===== src/rtl/fsm_read_responder.sv =====
// Target-side responder for the single-strobe rd/ws read handshake: inserts programmable
// wait-state pairs, then returns one word from a small register file via an auto-incrementing pointer.
// Optional even-parity output rpar is enabled by defining FSM_RESP_PARITY_EN.
module fsm_read_responder #(
    parameter int DW     = 8,
    parameter int AW     = 4,
    parameter int WAIT_W = 4
) (
    input  logic              clk,
    input  logic              rst,
    input  logic              rd,
    output logic              ws,
    input  logic [WAIT_W-1:0] wait_cfg,
    input  logic              wr_en,
    input  logic [AW-1:0]     wr_addr,
    input  logic [DW-1:0]     wr_data,
    input  logic              ptr_load,
    input  logic [AW-1:0]     base_addr,
    output logic [DW-1:0]     rdata,
    output logic              rvalid,
    output logic              busy,
`ifdef FSM_RESP_PARITY_EN
    output logic              rpar,
`endif
    output logic              proto_err
);

    // state  | meaning
    // IDLE   | waiting for rd
    // DLY_PH | aligned to initiator DLY cycle; ws driven here
    // RD_PH  | aligned to initiator repeated READ cycle
    // DATA   | rdata freshly captured, rvalid pulse
    typedef enum logic [1:0] {
        IDLE   = 2'd0,
        DLY_PH = 2'd1,
        RD_PH  = 2'd2,
        DATA   = 2'd3
    } state_t;

    state_t            state, state_nxt;
    logic [WAIT_W-1:0] wcnt, wcnt_nxt;
    logic [AW-1:0]     ptr, ptr_nxt;
    logic              capture;
    logic              err_set;
    logic [DW-1:0]     mem [2**AW];
    logic [DW-1:0]     cap_data;

    always_ff @(posedge clk) begin
        if (wr_en)
            mem[wr_addr] <= wr_data;
    end

    // A write landing on the word being captured is forwarded so the reader sees the new value.
    assign cap_data = (wr_en && (wr_addr == ptr)) ? wr_data : mem[ptr];

    always_comb begin
        state_nxt = state;
        wcnt_nxt  = wcnt;
        ptr_nxt   = ptr;
        capture   = 1'b0;
        err_set   = 1'b0;
        case (state)
            IDLE: begin
                if (rd) begin
                    state_nxt = DLY_PH;
                    wcnt_nxt  = wait_cfg;
                end
                if (ptr_load)
                    ptr_nxt = base_addr;
            end
            DLY_PH: begin
                if (!rd) begin
                    err_set   = 1'b1;
                    state_nxt = IDLE;
                end else if (wcnt != '0) begin
                    state_nxt = RD_PH;
                    wcnt_nxt  = wcnt - WAIT_W'(1);
                end else begin
                    state_nxt = DATA;
                    capture   = 1'b1;
                    ptr_nxt   = ptr + AW'(1);
                end
            end
            RD_PH: begin
                if (rd) begin
                    state_nxt = DLY_PH;
                end else begin
                    err_set   = 1'b1;
                    state_nxt = IDLE;
                end
            end
            DATA: begin
                state_nxt = IDLE;
                if (rd)
                    err_set = 1'b1;
                if (ptr_load)
                    ptr_nxt = base_addr;
            end
            default: state_nxt = IDLE;
        endcase
    end

    always_ff @(posedge clk) begin
        if (rst) begin
            state     <= IDLE;
            wcnt      <= '0;
            ptr       <= '0;
            rdata     <= '0;
            proto_err <= 1'b0;
        end else begin
            state <= state_nxt;
            wcnt  <= wcnt_nxt;
            ptr   <= ptr_nxt;
            if (capture)
                rdata <= cap_data;
            if (err_set)
                proto_err <= 1'b1;
        end
    end

`ifdef FSM_RESP_PARITY_EN
    always_ff @(posedge clk) begin
        if (rst)
            rpar <= 1'b0;
        else if (capture)
            rpar <= ^cap_data;
    end
`endif

    assign ws     = (state == DLY_PH) && (wcnt != '0);
    assign rvalid = (state == DATA);
    assign busy   = (state != IDLE);

endmodule


===== config.mk =====
export PLATFORM = sky130hd
export DESIGN_NAME = fsm_read_responder
export DESIGN_NICKNAME = d
export VERILOG_FILES = /design/src/rtl/fsm_read_responder.sv
export SDC_FILE = /design/constraint.sdc
export NUM_CORES = 1
export LEC_CHECK = 0
export CAP_MARGIN = 20
export CORE_MARGIN = 4
export CORE_UTILIZATION = 43
export DETAILED_ROUTE_END_ITERATION = 12
export PLACE_DENSITY_LB_ADDON = 0.3
export SYNTH_ARGS = -nofsm -noshare
export SYNTH_HDL_FRONTEND = slang
export SYNTH_SLANG_ARGS = --single-unit

===== constraint.sdc =====
create_clock -name clk -period 2.7 [get_ports clk]
set_clock_uncertainty 0.1 [all_clocks]
set_input_delay 0.54 -clock clk [delete_from_list [all_inputs] [get_ports clk]]
set_output_delay 0.54 -clock clk [all_outputs]
set_load 0.05 [all_outputs]

### Word-level counts from Yosys, hierarchy flattened

Memories as Yosys holds them, arrays and structs flattened. A register that Yosys moved wholly into a read port is not among the register bits.
Index checks and enable logic that the tools add are counted.

| storage, ports and cells | value |
|---|---|
| register bits | 11 |
| memories | 1 |
| output and inout port bits | 12 |
| bits in writable memories | 128 |

Memories:

| name | depth | bits a word | read ports | clocked after memory_dff | wr ports | RTL line | source |
|---|---|---|---|---|---|---|---|
| mem | 16 | 8 | 1 | 1 | 1 | 45 | `logic [DW-1:0] mem [2**AW];` |

| operators by class | value |
|---|---|
| equality and inequality tests | 8 |
| add/sub/neg operators | 2 |
| reductions and logical operators | 10 |
| muxes and demuxes | 21 |

Operators by type and width:

| operator | number |
|---|---|
| 2-to-1 mux 4 bit | 6 |
| one-hot mux 4 bit (2 select lines) | 2 |
| 2-to-1 mux 1 bit | 9 |
| inequality test 2 bit, second input constant | 4 |
| one-hot mux 2 bit (4 select lines) | 1 |
| AND reduction 4 bit | 2 |
| nonzero test 2 bit | 3 |
| adder 4 x 1 -> 4 bit, second input constant | 1 |
| == test 2 bit, second input constant | 2 |
| 2-to-1 mux 2 bit | 2 |
| nonzero test 4 bit | 1 |
| OR reduction 2 bit | 2 |
| subtractor 4 x 1 -> 4 bit, second input constant | 1 |
| == test 2 x 1 -> 1 bit, second input constant | 1 |
| logical NOT 2 bit | 1 |
| inequality test 2 x 1 -> 1 bit, second input constant | 1 |
| one-hot mux 1 bit (2 select lines) | 1 |
| logical AND 1 bit | 1 |

### Logic depth before layout (Yosys ltp)

| depth | value |
|---|---|
| depth in word-level cells | 4 |
| gate-level depth with buffers | 9 |
| gate-level depth less buffers | 7 |

### Least setup slack after synthesis

OpenSTA, ideal clock, no wires.

| path | value |
|---|---|
| path type | input -> register |
| start point | input port wr_addr[2] |
| end point | memory mem[0][0] (enable) |
| setup time | 0.383 ns |
| path buffers | 0 |
| cell stages on the path | 2 |
| slack | 0.567 ns |
| arrival time | 1.650 ns |
| cell sequence | or3b_2 > nor3_1 |

RTL lines:

| item | RTL line | source |
|---|---|---|
| start: declaration | 15 | `input logic [AW-1:0] wr_addr,` |
| end: declaration | 45 |  |

No word-level cell before the write port.

### Worst setup path in the final report

| path | value |
|---|---|
| start point | register state[0] |
| end point | output port rvalid |

| between the ends | value |
|---|---|
| word-level cells in the longest chain between the ends | 1 |

Ends and longest elaborated chain:

| item | RTL line | source |
|---|---|---|
| start: declaration | 40 | `state_t state, state_nxt;` |
| start signal: assignment | 111 | `state <= state_nxt;` |
| == test 2 bit | 131 | `assign rvalid = (state == DATA);` |
| end: declaration | 20 | `output logic rvalid,` |

Every way passes these cells.

==> impl_metrics.tcl <==
set metrics [dict create \
    synth_common_cells "edfxtp_1, nor2_1, dfxtp_1" \
    yosys_warnings 0 \
    die_area_um2 16400 \
    crit_fanout 4 \
    clock_latency_ns 0.42 \
    synth.area.top_cells "edfxtp_1, dfxtp_1, mux4_2" \
    ant_nets 0 \
    tightest_slew_ns 0.821 \
    grt_max_degree 20 \
    fmax_mhz 410 \
    drive_gt1_share_pct 24.5 \
    fin_setup_tns_ns 0 \
    cpMaxStageDelayCell "clkdlybuf4s50_1" \
    area_delta_synth_final_pct 21.8 \
    multi_input_area_um2 1810 \
    grt_pass1_wl_mm 20.9 \
    start_kind "register" \
    gr-total-overflow 0 \
    cap_violations 0 \
    synthCells 378 \
    postCtsHoldBufs 0 \
    synth_seq_cells 147 \
    syn_avg_cell_area_um2 16.4 \
    worstPathCellList "ha_1 > clkdlybuf4s50_1" \
    critical_path_required_ns 2.06 \
    fin_crit_sh_pct 90.2 \
    seq_area_um2 4230 \
    stdcell_area_um2 7570 \
    coreArea_um2 14000 \
    final.min_clock_period_ns 2.44 \
    track_usage_pct 17.7 \
    num_antenna_cells 0 \
    hpwl_mm 9.26 \
    place_congestion 0.812 \
    n_fill_cell 1108 \
    place_area_um2 7000 \
    synth_ff_type "edfxtp_1" \
    wl_per_cell_um 21.1 \
    final_hold_viol_count 0 \
    critPathTopFamily "buffers and inverters" \
    grt_antenna_before_repair 0 \
    clk_pin_slew_worst_paths_ns 0.06 \
    die_w_um 128 \
    drc 0 \
    relSlewSlack_pct 45.1 \
    end_kind "primary output" \
    drv_slew 0 \
    synthesis.area_um2 6210 \
    yosysUniqueCellTypes 48 \
    slowest_delay_ns 0.80 \
    synth.most_common_cell "edfxtp_1" \
    finalSetupViolCount 0 \
    htree_levels 4 \
    vias 3570 \
    rows 43 \
    root_buffer "clkbuf_16" \
    hold_path_class "register to register" \
    grt_pass1_vias 3633 \
    cts-buffers-inserted 17 \
    p_leak_uw 0.00257 \
    ioPinCount 37 \
    nets 485 \
    yosysTopAreaCell "edfxtp_1" \
    wl_mm 13.6 \
    power_density_nw_per_um2 746 \
    clock_path_buffers 2 \
    syn-num-nets 409 \
    async_reset_ff_share_pct 0 \
    crit_buf_inv 1 \
    port_buffers 36 \
    drtIter0Drc 281 \
    grt_setup_unrepaired "no" \
    seq_area_frac_synth_pct 68.0 \
    crit_type "register to primary output" \
    synth_top_area_share_pct 61.9 \
    cts_tree "built" \
    clock_sinks 147 \
    synth_edf_count 128 \
    worstPathArrival_ns 1.80 \
    ir_drop_mv 0.524 \
    viasPerCell 5.53 \
    start_util_pct 44.2 \
    status "completed" \
    die_h_um 128 \
    first_pass_iters 4 \
]
-- placed cells by master, fill, tap and decap left out, drive strengths merged, types with 2 or more instances in the layout --
cell type,netlist,routed
a2111oi,8,8
a211oi,4,4
a21oi,9,9
a221oi,6,6
a22oi,2,2
and2,2,2
and3,6,6
buf,13,42
bufinv,0,2
clkbuf,7,18
clkdlybuf4s50,0,34
clkinv,0,6
clkinvlp,0,3
dfxtp,19,19
edfxtp,128,128
ha,6,6
inv,13,15
mux2,8,8
mux2i,18,18
mux4,24,24
nand2,14,14
nand2b,3,3
nand3,3,3
nand3b,2,2
nor2,33,33
nor2b,8,8
nor3,6,6
nor3b,2,2
o21ai,14,14
o31ai,2,2
or2,4,4
or3,2,2
or3b,2,2
xor2,3,3
-- cell type report --
class / count / area share [%]
tap: 180 / 2.98
timing repair buffer: 77 / 9.16
sequential: 147 / 55.8
clock buffer: 18 / 5.67
clock inverter: 13 / 1.80
inverter: 13 / 0.645
multi-input combinational: 198 / 23.9
-- flip-flops by register name (all words and copies together), names as in the netlist --
name       cells
mem          128
proto_err      1
ptr            4
rdata          8
state          2
wcnt           4
-- path summary, 6_finish.rpt --
kind	startpoint	to	slack, ns	cells after the start
max	state[0]	rvalid	0.26	2
min	wcnt[1]	wcnt[1]	0.37	2
max reg2reg	ptr[0]	rdata[7]	0.38	7
min reg2reg	wcnt[1]	wcnt[1]	0.37	2
-- per-stage QoR --
step / worst slack, ns / hold slack (ns) / utilization [%] / instances / total power [uW]
floorplan: 0.567 / 0.345 / - / 378 / 3160
global placement: 0.190 / 0.356 / 49.9 / 615 / 3450
detailed placement: 0.0962 / 0.369 / 49.9 / 615 / 3460
CTS: 0.00942 / 0.376 / 53.9 / 646 / 5700
global route: 0.162 / 0.410 / 53.9 / 646 / 5870
finish: 0.263 / 0.372 / 53.9 / 646 / 5650
-- routing by layer --
layer	wire (um)	global-route usage, %	vias to the layer above
li1	-	-	1630
met1	5980	24.8	1793
met2	6250	26.0	129
met3	1110	4.96	18
met4	250	7.55	0
met5	0	0	-
-- repair_timing --
item,CTS,global route
buffers inserted,0,0
endpoints found under the setup margin,0,1
gates resized for setup,0,1
-- where the power goes --
group / switching (uW) / leakage [uW] / total [uW] / internal, uW
Sequential: 69.8 / 0.00131 / 2610 / 2540
Clock: 890 / 0.000270 / 2240 / 1350
Combinational: 422 / 0.000986 / 801 / 378
Total: 1380 / 0.00257 / 5650 / 4270
-- worst min-delay path, delay by kind of cell (launching register included) --
kind	cells	cell delay, ns
AOI/OAI and AO/OA	1	0.05
DFF	1	0.32
and+or+nand+nor	1	0.06
-- cells by family (layout without fill, tap and decap cells) --
group	count (synthesis)	after routing	share of synthesized area, %
xor+xnor	4	4	0.685
compound gates	50	50	6.58
fa+ha+maj	6	6	1.21
flops	147	147	68.0
mux	50	50	13.6
simple gates	88	88	7.07
buf+inv	33	121	2.88
No activity file was read; power rests on OpenSTA's default activity.
